--- config.mk ---
export PLATFORM = sky130hd
export DESIGN_NAME = face_color_streamer
export DESIGN_NICKNAME = d
export VERILOG_FILES = /design/src/rtl/rubik_colors_pkg.sv /design/src/rtl/color_palette.sv /design/src/rtl/face_color_streamer.sv
export SDC_FILE = /design/constraint.sdc
export NUM_CORES = 1
export LEC_CHECK = 0
export ABC_AREA = 1
export BUFFER_PORTS_ARGS = -buffer_cell sky130_fd_sc_hd__buf_2
export CAP_MARGIN = 20
export CORE_ASPECT_RATIO = 2
export CORE_MARGIN = 2
export CORE_UTILIZATION = 40
export DETAILED_ROUTE_END_ITERATION = 8
export PLACE_DENSITY = 0.68
export SETUP_SLACK_MARGIN = 0.1
export SLEW_MARGIN = 40
export SYNTH_ARGS = -nofsm -noshare
export SYNTH_HDL_FRONTEND = slang
export SYNTH_SLANG_ARGS = --single-unit
export TNS_END_PERCENT = 50
--- constraint.sdc ---
create_clock -name clock -period 1.45 [get_ports clock]
set_clock_uncertainty 0.05 [all_clocks]
set_input_delay 0 -clock clock [delete_from_list [all_inputs] [get_ports clock]]
set_output_delay 0 -clock clock [all_outputs]
set_load 0.1 [all_outputs]
--- src/rtl/rubik_colors_pkg.sv ---
// Shared sticker colour codes and their display palette, used by the
// classifier, the face streamer and the display overlay.
package rubik_colors_pkg;

  localparam int CODE_W = 3;

  localparam logic [CODE_W-1:0] COLOR_WHITE  = 3'd0;
  localparam logic [CODE_W-1:0] COLOR_ORANGE = 3'd1;
  localparam logic [CODE_W-1:0] COLOR_GREEN  = 3'd2;
  localparam logic [CODE_W-1:0] COLOR_RED    = 3'd3;
  localparam logic [CODE_W-1:0] COLOR_BLUE   = 3'd4;
  localparam logic [CODE_W-1:0] COLOR_YELLOW = 3'd5;

  localparam logic [23:0] RGB_WHITE  = 24'hFF_FF_FF;
  localparam logic [23:0] RGB_ORANGE = 24'hFF_80_00;
  localparam logic [23:0] RGB_GREEN  = 24'h00_C0_00;
  localparam logic [23:0] RGB_RED    = 24'hC0_00_00;
  localparam logic [23:0] RGB_BLUE   = 24'h00_00_FF;
  localparam logic [23:0] RGB_YELLOW = 24'hFF_FF_00;
  localparam logic [23:0] RGB_BLACK  = 24'h00_00_00;

endpackage

--- src/rtl/color_palette.sv ---
// Combinational sticker-code to RGB lookup; unused codes map to black and
// raise bad.
module color_palette
  import rubik_colors_pkg::*;
(
  input  logic [CODE_W-1:0] code,
  output logic [23:0]       rgb,
  output logic              bad
);

  always_comb begin
    rgb = RGB_BLACK;
    bad = 1'b0;
    case (code)
      COLOR_WHITE:  rgb = RGB_WHITE;
      COLOR_ORANGE: rgb = RGB_ORANGE;
      COLOR_GREEN:  rgb = RGB_GREEN;
      COLOR_RED:    rgb = RGB_RED;
      COLOR_BLUE:   rgb = RGB_BLUE;
      COLOR_YELLOW: rgb = RGB_YELLOW;
      default:      bad = 1'b1;
    endcase
  end

endmodule

--- src/rtl/face_color_streamer.sv ---
// Accepts one face of sticker codes and streams one registered RGB pixel per
// sticker, in index order, with backpressure and an end-of-face done pulse.
module face_color_streamer
  import rubik_colors_pkg::*;
#(
  parameter int STICKERS = 9,
  parameter int IDX_W    = 4
) (
  input  logic                       clock,
  input  logic                       reset_n,
  input  logic                       face_valid,
  output logic                       face_ready,
  input  logic [CODE_W*STICKERS-1:0] face_codes,
  output logic                       pixel_valid,
  input  logic                       pixel_ready,
  output logic [7:0]                 pixel_red,
  output logic [7:0]                 pixel_green,
  output logic [7:0]                 pixel_blue,
  output logic [IDX_W-1:0]           pixel_index,
  output logic                       pixel_last,
  output logic                       pixel_bad,
  output logic                       face_done,
  output logic                       face_error
);

  localparam logic [0:0] IDLE   = 1'b0;
  localparam logic [0:0] STREAM = 1'b1;

  logic [0:0]                 state;
  logic [CODE_W*STICKERS-1:0] face_q;
  logic                       err_acc;
  logic [CODE_W-1:0]          next_code;
  logic [IDX_W-1:0]           next_index;
  logic [23:0]                next_rgb;
  logic                       next_bad;

  assign face_ready = (state == IDLE);
  assign next_index = pixel_index + IDX_W'(1);

  // In IDLE the first pixel comes straight from the incoming face, since the
  // latched copy is only written on the same edge.
  always_comb begin
    next_code = '0;
    if (state == IDLE)
      next_code = face_codes[CODE_W-1:0];
    else if (!pixel_last)
      next_code = face_q[CODE_W*(int'(pixel_index) + 1) +: CODE_W];
  end

  color_palette u_palette (
    .code (next_code),
    .rgb  (next_rgb),
    .bad  (next_bad)
  );

  always_ff @(posedge clock or negedge reset_n) begin
    if (!reset_n) begin
      state       <= IDLE;
      face_q      <= '0;
      err_acc     <= 1'b0;
      pixel_valid <= 1'b0;
      pixel_red   <= '0;
      pixel_green <= '0;
      pixel_blue  <= '0;
      pixel_index <= '0;
      pixel_last  <= 1'b0;
      pixel_bad   <= 1'b0;
      face_done   <= 1'b0;
      face_error  <= 1'b0;
    end else begin
      face_done  <= 1'b0;
      face_error <= 1'b0;
      case (state)
        IDLE: begin
          if (face_valid) begin
            state       <= STREAM;
            face_q      <= face_codes;
            err_acc     <= 1'b0;
            pixel_valid <= 1'b1;
            pixel_index <= '0;
            pixel_last  <= (STICKERS == 1);
            {pixel_red, pixel_green, pixel_blue} <= next_rgb;
            pixel_bad   <= next_bad;
          end
        end
        default: begin
          // Everything below is gated by the handshake, so a stall freezes it.
          if (pixel_ready) begin
            if (pixel_last) begin
              state       <= IDLE;
              pixel_valid <= 1'b0;
              face_done   <= 1'b1;
              face_error  <= err_acc | pixel_bad;
            end else begin
              err_acc     <= err_acc | pixel_bad;
              pixel_index <= next_index;
              pixel_last  <= (next_index == IDX_W'(STICKERS - 1));
              {pixel_red, pixel_green, pixel_blue} <= next_rgb;
              pixel_bad   <= next_bad;
            end
          end
        end
      endcase
    end
  end

endmodule

==> key figures <==
Place
  • Pre-CTS setup slack: -144 ps
  • # placed instances: 363
  • Placer Congestion: 0.845
  • I/O Buffers: 64
  • HPWL after DPL: 3510 µm

Die
  • Die H: 106 µm
  • Initial Util: 0.408
  • # rows: 37
  • Die Wd: 55.0 µm
  • Core area: 5090 µm²
  • Die area: 5830 µm²
  • IO Pins: 65

STA
  • Worst-Margin Slew: 492 ps
  • Final setup vio count: 7
  • Max Transition Viols Final: 0
  • Setup slack after layout: -149 ps
  • Final Cycle Share: 1.10
  • Slew HR: 0.674
  • Unrepaired setup endpoints after global routing: yes
  • WHS: 19.7 ps
  • Tmin final: 1600 ps
  • Final Hold Fails: 0
  • F_max: 625 MHz

Layout
  • Diodes inserted: 0
  • Non-Filler Instances: 404
  • Final #Nets: 377
  • Leading cell type in the layout, fill and taps excluded: nand2_1
  • Share of layout cells above drive strength 1: 0.332
  • Most frequent cells in the layout: 88 x nand2_1, 62 x buf_2, 35 x dfrtp_1
  • Area Overhead vs Synth: 37.4%
  • Finished Core Util: 0.561

Outcome
  • Failing checks: setup timing
  • Status: complete, but fails checks

GRT
  • Largest net degree at the start of global routing: 42
  • Vias in the first global route: 1753
  • GRT overflow: 0
  • Global Route Usage Sum: 0.178
  • Global-route wire length before repair: 7590 µm
  • Initial antenna violation count: 0

Yosys
  • Post-Synth XOR/XNOR Area: 0.00421
  • Compound-Gate Fraction of Synth Area: 0.0734
  • Synth top area share: 0.493
  • Synth Area in Adders: 0.00602
  • Mux cell area share after synthesis: 0
  • Synth area leader: dfrtp_1
  • Mapped Area: 2080 µm²
  • Mapped Cells: 257
  • FF+latch count, synth: 41
  • Yosys warning count: 0
  • Syn_area_per_cell: 8.09 µm²
  • Synth area leaders: dfrtp_1 49%, nand2_1 16%, buf_4 6.5%
  • Simple-Gate Fraction of Synth Area: 0.287
  • Register area share after synthesis: 0.493
  • Main combinational cell family by area after synthesis: simple AND/OR/NAND/NOR gates
  • Post-Syn Nets: 289
  • Synth cell types: 25

Route
  • Post-route ant nets: 0
  • DRT Pass-1 Iters: 4
  • Routed WL: 4960 µm
  • DR WL/cell: 12.3 µm
  • 1st-iter DRT viols: 50
  • Vias/cell: 4.80
  • Residual DRC count: 0
  • Via count: 1940

Clock tree
  • CTS tree: done
  • Clock sink count: 41
  • CTS clk-pin slew, worst paths: 70 ps
  • Num CTS Buffers: 5
  • Later-pin clock latency in the skew report: 290 ps
  • Root Driver: clkbuf_8
  • H-Tree Depth: 2
  • Clock Tree Buf Depth: 2

Worst setup path
  • Worst reg2reg path startpoint: pixel_index[0]$_DFFE_PN0P_
  • Critical path type: reg2reg
  • Worst-path fanout max: 6
  • Kind of end point of the critical path: flop
  • Crit path launch type: flop
  • Reg2reg end: pixel_green[5]$_DFFE_PN0P_
  • CP arrival: 1740 ps
  • Worst reg-to-reg path cell count: 10
  • Worst R2R Setup Slack: -150 ps
  • Critical Path RT: 1590 ps

Min path
  • HP Class: in2reg
  • HP Start: face_codes[1]
  • Min-Delay Endpoint: pixel_blue[6]$_DFFE_PN0P_
  • Hold Crit Depth: 4

Run
  • Max_cap viols: 0
kinds of logic after synthesis:
family,count (synthesis)
and+or+nand+nor,133
buffers and inverters,53
DFF,41
AOI/OAI and AO/OA,28
xor gates and xnor gates,1
adders and majority gates,1
critical path, stage by stage (launching register included):
cell and delay, ps:
dfrtp_4 520, buf_6 140, or2_1 220, nand3_1 70, nand3_1 80, nand3_2 90, nand2_4 60, inv_2 60
nand2_1 50, nand3_1 90, nand2_1 50
worst max-delay path by stage:
stage | start | endpoint | slack (ps) | depth (start not counted)
floorplan | pixel_index[0]$_DFFE_PN0P_ | pixel_green[7]$_DFFE_PN0P_ | -270 | 12
global placement | pixel_index[0]$_DFFE_PN0P_ | pixel_red[6]$_DFFE_PN0P_ | -100 | 10
detailed placement | pixel_index[0]$_DFFE_PN0P_ | pixel_green[7]$_DFFE_PN0P_ | -140 | 12
CTS | pixel_index[0]$_DFFE_PN0P_ | pixel_green[5]$_DFFE_PN0P_ | -120 | 10
global route | pixel_index[0]$_DFFE_PN0P_ | pixel_green[5]$_DFFE_PN0P_ | -240 | 10
finish | pixel_index[0]$_DFFE_PN0P_ | pixel_green[5]$_DFFE_PN0P_ | -150 | 10
flip-flops by register name, summed over array words and instances (netlist names):
name,flops
pixel_green,3
err_acc,1
face_q,24
pixel_index,4
pixel_valid,1
pixel_bad,1
face_done,1
state,1
face_error,1
pixel_red,2
pixel_blue,1
pixel_last,1
layer usage:
layer  vias to the layer above  GRT usage  share of wire
met5                         -          0              0
met4                         0     0.0732          0.025
met3                        13     0.0267          0.056
met2                        73      0.325           0.56
met1                       896      0.188           0.36
li1                        958          -              -
per-stage QoR:
step / TNS (ps) / area [µm²]
floorplan: -1900 / 2110
global placement: -457 / 2420
detailed placement: -711 / 2420
CTS: -567 / 2810
global route: -1310 / 2860
finish: -646 / 2860
cell usage after synthesis:
| cell | count |
|---|---|
| ha_1 | 1 |
| buf_2 | 1 |
| inv_2 | 6 |
| or2_0 | 2 |
| nor2_1 | 11 |
| o21ai_1 | 1 |
| o21ai_0 | 21 |
| nand2_2 | 4 |
| o211ai_2 | 1 |
| nor2_4 | 1 |
| buf_4 | 18 |
| buf_6 | 2 |
| nand2_1 | 88 |
| buf_1 | 2 |
| nor2_8 | 1 |
| clkbuf_1 | 3 |
| nand3_1 | 20 |
| nand3_2 | 4 |
| nor2_2 | 1 |
| inv_1 | 21 |
| a21oi_1 | 3 |
| dfrtp_1 | 41 |
| o31ai_1 | 2 |
| xor2_1 | 1 |
| nor3_2 | 1 |
timing repair:
item | 4_1_cts | 5_1_grt
endpoints found under the setup margin | 27 | 25
setup buffers | 3 | 4
hold endpoints to repair | 66 | 0
hold buffers | 26 | 0
resized for setup | 10 | 8
pin swaps | 3 | 2
final cells by class:
cell class	count	area [µm²]
fillers	479	2240
inverters	27	114
multi-input cells	163	791
clock buffers	8	80.1
well taps	58	72.6
flip-flops and latches	41	1040
repair buffers	107	758
Power is left out: the tool's default activity adds up to more than one toggle a clock period on the data nets, which glitch-free logic cannot reach.
